<file path="src/rtl/div_pkg.sv">
// div_pkg: shared types and constants for the multi-cycle divider.
//   div_state_t - divider FSM state
//   DIV_WIDTH   - default operand/result width
//   DIV_CNT_W   - iteration-counter width for DIV_WIDTH
//   cnt_width() - iteration-counter width for an arbitrary width
package div_pkg;

    typedef enum logic [1:0] {
        StIdle,
        StSetup,
        StIter,
        StFix
    } div_state_t;

    localparam int unsigned DIV_WIDTH = 16;
    localparam int unsigned DIV_CNT_W = $clog2(DIV_WIDTH + 1);

    function automatic int unsigned cnt_width(int unsigned w);
        return $clog2(w + 1);
    endfunction

endpackage

</file>
<file path="src/rtl/div_step.sv">
// div_step: one combinational restoring-division step.
//   rem_in  - current partial remainder (always < dvs)
//   dvs     - divisor magnitude
//   bit_in  - next dividend bit, shifted into the partial remainder
//   rem_out - next partial remainder
//   q_bit   - quotient bit produced by this step
module div_step #(
    parameter int unsigned WIDTH = 16
) (
    input  logic [WIDTH-1:0] rem_in,
    input  logic [WIDTH-1:0] dvs,
    input  logic             bit_in,
    output logic [WIDTH-1:0] rem_out,
    output logic             q_bit
);

    logic [WIDTH:0] shifted;

    always_comb begin
        shifted = {rem_in, bit_in};
        q_bit   = (shifted >= {1'b0, dvs});
        // The true difference is < dvs, so the low WIDTH bits of the
        // modular subtraction are exact.
        rem_out = q_bit ? (shifted[WIDTH-1:0] - dvs) : shifted[WIDTH-1:0];
    end

endmodule

</file>
<file path="src/rtl/div_core.sv">
// div_core: multi-cycle signed/unsigned integer divider.
// Latches operands on start, converts to magnitudes, runs WIDTH restoring
// steps MSB first, then applies signs and error overrides. Fixed latency.
//   clk, rst_n - clock, asynchronous active-low reset
//   start      - request, sampled only while idle
//   sign       - 1 = two's-complement signed, 0 = unsigned
//   a, b       - dividend, divisor
//   busy       - high from the cycle after acceptance through done
//   done       - one-cycle pulse, result/error valid and held afterwards
//   result     - quotient (truncated toward zero)
//   error      - divide-by-zero or signed overflow
//   remainder  - remainder, sign of dividend (only with DIV_REMAINDER_EN)
// Optional feature macro: DIV_REMAINDER_EN adds the remainder port.
module div_core
    import div_pkg::*;
#(
    parameter int unsigned WIDTH = DIV_WIDTH
) (
    input  logic             clk,
    input  logic             rst_n,
    input  logic             start,
    input  logic             sign,
    input  logic [WIDTH-1:0] a,
    input  logic [WIDTH-1:0] b,
    output logic             busy,
    output logic             done,
    output logic [WIDTH-1:0] result,
    output logic             error
`ifdef DIV_REMAINDER_EN
    ,
    output logic [WIDTH-1:0] remainder
`endif
);

    localparam int unsigned CNT_W = cnt_width(WIDTH);
    localparam logic [WIDTH-1:0] MOST_NEG = {1'b1, {(WIDTH - 1){1'b0}}};

    div_state_t state_q, state_d;

    logic [WIDTH-1:0] a_q, b_q;
    logic             sign_q;
    logic [WIDTH-1:0] quo_q;   // dividend magnitude, shifted out as quotient shifts in
    logic [WIDTH-1:0] dvs_q;
    logic [WIDTH-1:0] prem_q;
    logic             qneg_q, rneg_q;
    logic [CNT_W-1:0] cnt_q;
    logic [WIDTH-1:0] result_q;
    logic             error_q;

    logic [WIDTH-1:0] step_rem;
    logic             step_q;
    logic             last_iter;
    logic             div_zero, ovf;
    logic [WIDTH-1:0] fix_result;
    logic             fix_error;

    div_step #(
        .WIDTH(WIDTH)
    ) u_step (
        .rem_in (prem_q),
        .dvs    (dvs_q),
        .bit_in (quo_q[WIDTH-1]),
        .rem_out(step_rem),
        .q_bit  (step_q)
    );

    assign last_iter = (cnt_q == CNT_W'(WIDTH - 1));

    // FSM next state
    always_comb begin
        state_d = state_q;
        case (state_q)
            StIdle:  if (start) state_d = StSetup;
            StSetup: state_d = StIter;
            StIter:  if (last_iter) state_d = StFix;
            StFix:   state_d = StIdle;
            default: state_d = StIdle;
        endcase
    end

    always_ff @(posedge clk or negedge rst_n) begin
        if (!rst_n) begin
            state_q <= StIdle;
        end else begin
            state_q <= state_d;
        end
    end

    // Datapath
    always_ff @(posedge clk or negedge rst_n) begin
        if (!rst_n) begin
            a_q      <= '0;
            b_q      <= '0;
            sign_q   <= 1'b0;
            quo_q    <= '0;
            dvs_q    <= '0;
            prem_q   <= '0;
            qneg_q   <= 1'b0;
            rneg_q   <= 1'b0;
            cnt_q    <= '0;
            result_q <= '0;
            error_q  <= 1'b0;
        end else begin
            case (state_q)
                StIdle: begin
                    if (start) begin
                        a_q    <= a;
                        b_q    <= b;
                        sign_q <= sign;
                    end
                end
                StSetup: begin
                    quo_q  <= (sign_q && a_q[WIDTH-1]) ? -a_q : a_q;
                    dvs_q  <= (sign_q && b_q[WIDTH-1]) ? -b_q : b_q;
                    prem_q <= '0;
                    cnt_q  <= '0;
                    qneg_q <= sign_q & (a_q[WIDTH-1] ^ b_q[WIDTH-1]);
                    rneg_q <= sign_q & a_q[WIDTH-1];
                end
                StIter: begin
                    prem_q <= step_rem;
                    quo_q  <= {quo_q[WIDTH-2:0], step_q};
                    cnt_q  <= cnt_q + 1'b1;
                end
                StFix: begin
                    result_q <= fix_result;
                    error_q  <= fix_error;
                end
                default: ;
            endcase
        end
    end

    // Sign application and error overrides
    assign div_zero = (b_q == '0);
    assign ovf      = sign_q && (a_q == MOST_NEG) && (b_q == '1);

    always_comb begin
        fix_error  = div_zero | ovf;
        fix_result = qneg_q ? -quo_q : quo_q;
        if (div_zero) begin
            fix_result = '1;
        end else if (ovf) begin
            fix_result = MOST_NEG;
        end
    end

    assign busy  = (state_q != StIdle);
    assign done  = (state_q == StFix);
    // Final values are visible during the done cycle and held in registers after.
    assign result = done ? fix_result : result_q;
    assign error  = done ? fix_error : error_q;

`ifdef DIV_REMAINDER_EN
    logic [WIDTH-1:0] rem_q;
    logic [WIDTH-1:0] fix_rem;

    always_comb begin
        fix_rem = rneg_q ? -prem_q : prem_q;
        if (div_zero) begin
            fix_rem = a_q;
        end else if (ovf) begin
            fix_rem = '0;
        end
    end

    always_ff @(posedge clk or negedge rst_n) begin
        if (!rst_n) begin
            rem_q <= '0;
        end else if (state_q == StFix) begin
            rem_q <= fix_rem;
        end
    end

    assign remainder = done ? fix_rem : rem_q;
`endif

endmodule

</file>
<file path="config.mk">
export PLATFORM = sky130hd
export DESIGN_NAME = div_core
export DESIGN_NICKNAME = d
export VERILOG_FILES = /design/src/rtl/div_pkg.sv /design/src/rtl/div_step.sv /design/src/rtl/div_core.sv
export SDC_FILE = /design/constraint.sdc
export NUM_CORES = 1
export LEC_CHECK = 0
export CORE_UTILIZATION = 40
export CTS_CLUSTER_SIZE = 14
export DETAILED_ROUTE_END_ITERATION = 6
export HOLD_SLACK_MARGIN = 0.02
export PLACE_DENSITY = 0.7
export SYNTH_ARGS = -nofsm -noshare
export SYNTH_HDL_FRONTEND = slang
export SYNTH_SLANG_ARGS = --single-unit
</file>
<file path="constraint.sdc">
create_clock -name clk -period 2.8 [get_ports clk]
set_input_delay 0.7 -clock clk [delete_from_list [all_inputs] [get_ports clk]]
set_output_delay 0.7 -clock clk [all_outputs]
set_load 0.01 [all_outputs]
</file>
==> flow_metrics.env <==
export IMPL_grtUsageTotal_pct=20.8
export IMPL_required_ns=2.10
export IMPL_cap_violations=0
export IMPL_yosys_top_cells_area="dfrtp_1 (43%), mux2_2 (7.6%), ha_1 (5.5%)"
export IMPL_dieArea_sq_um=16000
export IMPL_drcViolationCount=0
export IMPL_yosysWarningCount=0
export IMPL_r2r_end="result_q[13]"
export IMPL_worstPathMaxFanout=7
export IMPL_finalInstanceArea_sq_um=7910
export IMPL_violations="negative setup slack"
export IMPL_min_period_over_period_pct=126
export IMPL_cts_max_level=3
export IMPL_dp_final_hpwl_microns=11200
export IMPL_syn_inst=626
export IMPL_cts_made_buffers=9
export IMPL_synth_top_area_share_pct=42.8
export IMPL_rsz0062_at_grt="yes"
export IMPL_wl_met3_microns=658
export IMPL_grt_pass1_wl_microns=26400
export IMPL_final_hold_viol_count=0
export IMPL_slew_headroom_pct=53.6
export IMPL_power_leakage_nw=3.61
export IMPL_clock_sinks=106
export IMPL_synthArstFlopShare_pct=100
export IMPL_syn_area_sq_um=6200
export IMPL_swShare_pct=42.0
export IMPL_num_rows=45
export IMPL_syn_num_nets=690
export IMPL_path_clk_slew_ns=0.07
export IMPL_synth_top_cell_by_area="dfrtp_1"
export IMPL_synth_edf_count=0
export IMPL_overflow=0
export IMPL_cts_hold_fix_buffers=0
export IMPL_start_util_pct=40.9
export IMPL_synth_seq_cells=106
export IMPL_p_int_w=0.00553
export IMPL_synth_ff_type="dfrtp_1"
export IMPL_fin_ws_ns=-0.729
export IMPL_wl_per_cell_microns=16.6
export IMPL_p_per_area_nw_per_um2=1210
export IMPL_cts_root_buf="clkbuf_16"
export IMPL_grt_max_degree=53
export IMPL_worst_clock_skew_ns=0.00733
export IMPL_diodes=0
export IMPL_synth_common_cells="dfrtp_1 (106), nor2_1 (53), mux2_2 (42)"
export IMPL_routed_top_layer="met4"
export IMPL_grt_pass1_vias=5304
export IMPL_end_kind="primary output"
export IMPL_vias_per_cell=5.45
export IMPL_nets=825
export IMPL_gp_congestion=0.886
export IMPL_arrival_ns=2.83
export IMPL_drtIter0Drc=306
export IMPL_area_delta_synth_final_pct=27.7
export IMPL_cts_tree="yes"
export IMPL_m1WireLength_microns=7070
export IMPL_antenna_left=0
export IMPL_clk_latency_ns=0.36
export IMPL_ff2ff_setup_slack_ns=-0.44
export IMPL_max_freq_mhz=283
export IMPL_vdd_ir_drop_worst_mv=0.521
export IMPL_p_seq_share_pct=27.2
export IMPL_p_comb_share_pct=60.0
export IMPL_yosysMostFrequentCell="dfrtp_1"
export IMPL_core_area_sq_um=15100
export IMPL_post_route_min_period_ns=3.53
export IMPL_n_fill_cell=1314
export IMPL_p_sw_w=0.00401
export IMPL_setup_viol=18
export IMPL_cp_startpoint="a_q[7]"
export IMPL_r2r_start="a_q[7]"
export IMPL_final_core_util_pct=52.3
export IMPL_die_w_microns=126
export IMPL_vias=5197
export IMPL_port_buffers=54
export IMPL_drt_wl_total_microns=15800
export IMPL_status="finished, violations left"
export IMPL_yosys_cell_types_count=58
export IMPL_synth_avg_cell_area_sq_um=9.90
export IMPL_drv_slew=0
export IMPL_antenna_found_initial=0
export IMPL_met2_length_microns=7670
export IMPL_synth_seq_area_share_pct=42.8
export IMPL_timing_worst_setup_path_type="reg2out"
export IMPL_drive_above_1_share_pct=25.5
export IMPL_drt_pass1_iterations=5
export IMPL_max_slew_worst_pin_slew_ns=0.695
export IMPL_num_io_pins=55
export IMPL_die_y_microns=126
export IMPL_min_path_type="in2async"
export IMPL_cts_max_path_buffers=2
export IMPL_clkPwrFrac_pct=12.8
export IMPL_placed_area_sq_um=7450
export IMPL_critPathLaunchType="flip-flop"
export IMPL_setup_tns_ns=-11.57
export IMPL_r2r_cells=17
flip-flops by register name, indices dropped and copies added, names as in the netlist, 2 cells and up:
signal	cells
b_q	16
result_q	16
cnt_q	5
quo_q	16
dvs_q	16
a_q	16
prem_q	16
state_q	2
what timing repair did:
| action | in CTS | in global routing |
|---|---|---|
| pin swaps | 8 | 13 |
| buffers inserted | 17 | 4 |
| cloned | 1 | 0 |
| setup endpoints to repair | 17 | 18 |
| gates resized for setup | 92 | 8 |
| hold endpoints to repair | 0 | 0 |
worst max path at each step:
stage | end | slack (ns) | depth (start not counted)
CTS | result[2] | -0.75 | 9
global route | result[8] | -0.83 | 8
detailed placement | result[11] | -0.63 | 11
global placement | result[9] | -0.57 | 8
floorplan | result[10] | -0.17 | 8
finish | result[8] | -0.73 | 8
cell families (layout without fill, tap and decap cells):
group	Yosys count	count (layout)	share of synthesized area (%)
compound gates	159	159	16.9
fa+ha+maj	28	28	5.78
mux	57	57	10.1
buf+inv	69	209	4.75
simple gates	153	153	12.1
xor+xnor	54	54	7.63
flops	106	106	42.8
per-layer routing:
layer | vias up | GRT usage, %
li1 | 2498 | -
met1 | 2544 | 26.8
met2 | 127 | 35.1
met3 | 28 | 2.66
met4 | 0 | 9.28
met5 | - | 0
placed cells by master, fill, tap and decap left out, types with 9 or more instances in the layout:
cell type,count
buf_6,11
ha_1,27
dfrtp_1,106
xnor2_1,28
a21o_1,9
clkdlybuf4s50_1,36
o2bb2ai_1,16
nand3_1,14
buf_2,16
xor2_1,26
buf_4,88
o21ai_1,20
clkbuf_16,9
nor2_1,49
inv_1,38
o21ai_0,19
nor3_1,10
nand2_1,33
mux2_2,42
mux2i_1,15
a21oi_1,37
o22a_1,13
worst max-delay path, cell delays in order (launching register included):
cell	delay (ns)
dfrtp_1	0.38
or4_4	0.54
or4_4	0.47
nor4_4	0.24
and4_4	0.29
buf_12	0.14
nor2_1	0.06
o22a_1	0.21
buf_2	0.15
power groups by stage:
| stage | Sequential (W) | Clock [W] | Combinational, W |
|---|---|---|---|
| 6_report | 0.00260 | 0.00122 | 0.00573 |
| 5_1_grt | 0.00267 | 0.00128 | 0.00626 |
| 4_1_cts | 0.00259 | 0.00123 | 0.00553 |
| 3_5_place_dp | 0.00261 | 0 | 0.00536 |
| 3_3_place_gp | 0.00256 | 0 | 0.00520 |
| 2_1_floorplan | 0.00268 | 0 | 0.00321 |
layout make-up:
cell class / instances / area, sq um / area share [%]
tap: 188 / 235 / 2.97
inverter: 39 / 146 / 1.85
timing repair buffer: 154 / 1280 / 16.2
sequential: 106 / 2650 / 33.5
clock inverter: 6 / 41.3 / 0.522
clock buffer: 10 / 229 / 2.89
multi-input combinational: 451 / 3330 / 42.1
stage by stage:
step           power [W]  std cells  hold slack, ns  setup slack [ns]
2_1_floorplan    0.00589        626           0.404            -0.174
3_3_place_gp     0.00775        918           0.479            -0.572
3_5_place_dp     0.00797        918           0.486            -0.634
4_1_cts          0.00935        952           0.410            -0.750
5_1_grt           0.0102        954           0.445            -0.831
6_report         0.00954        954           0.391            -0.729
Note: power is estimated with default switching activity, not from simulation.
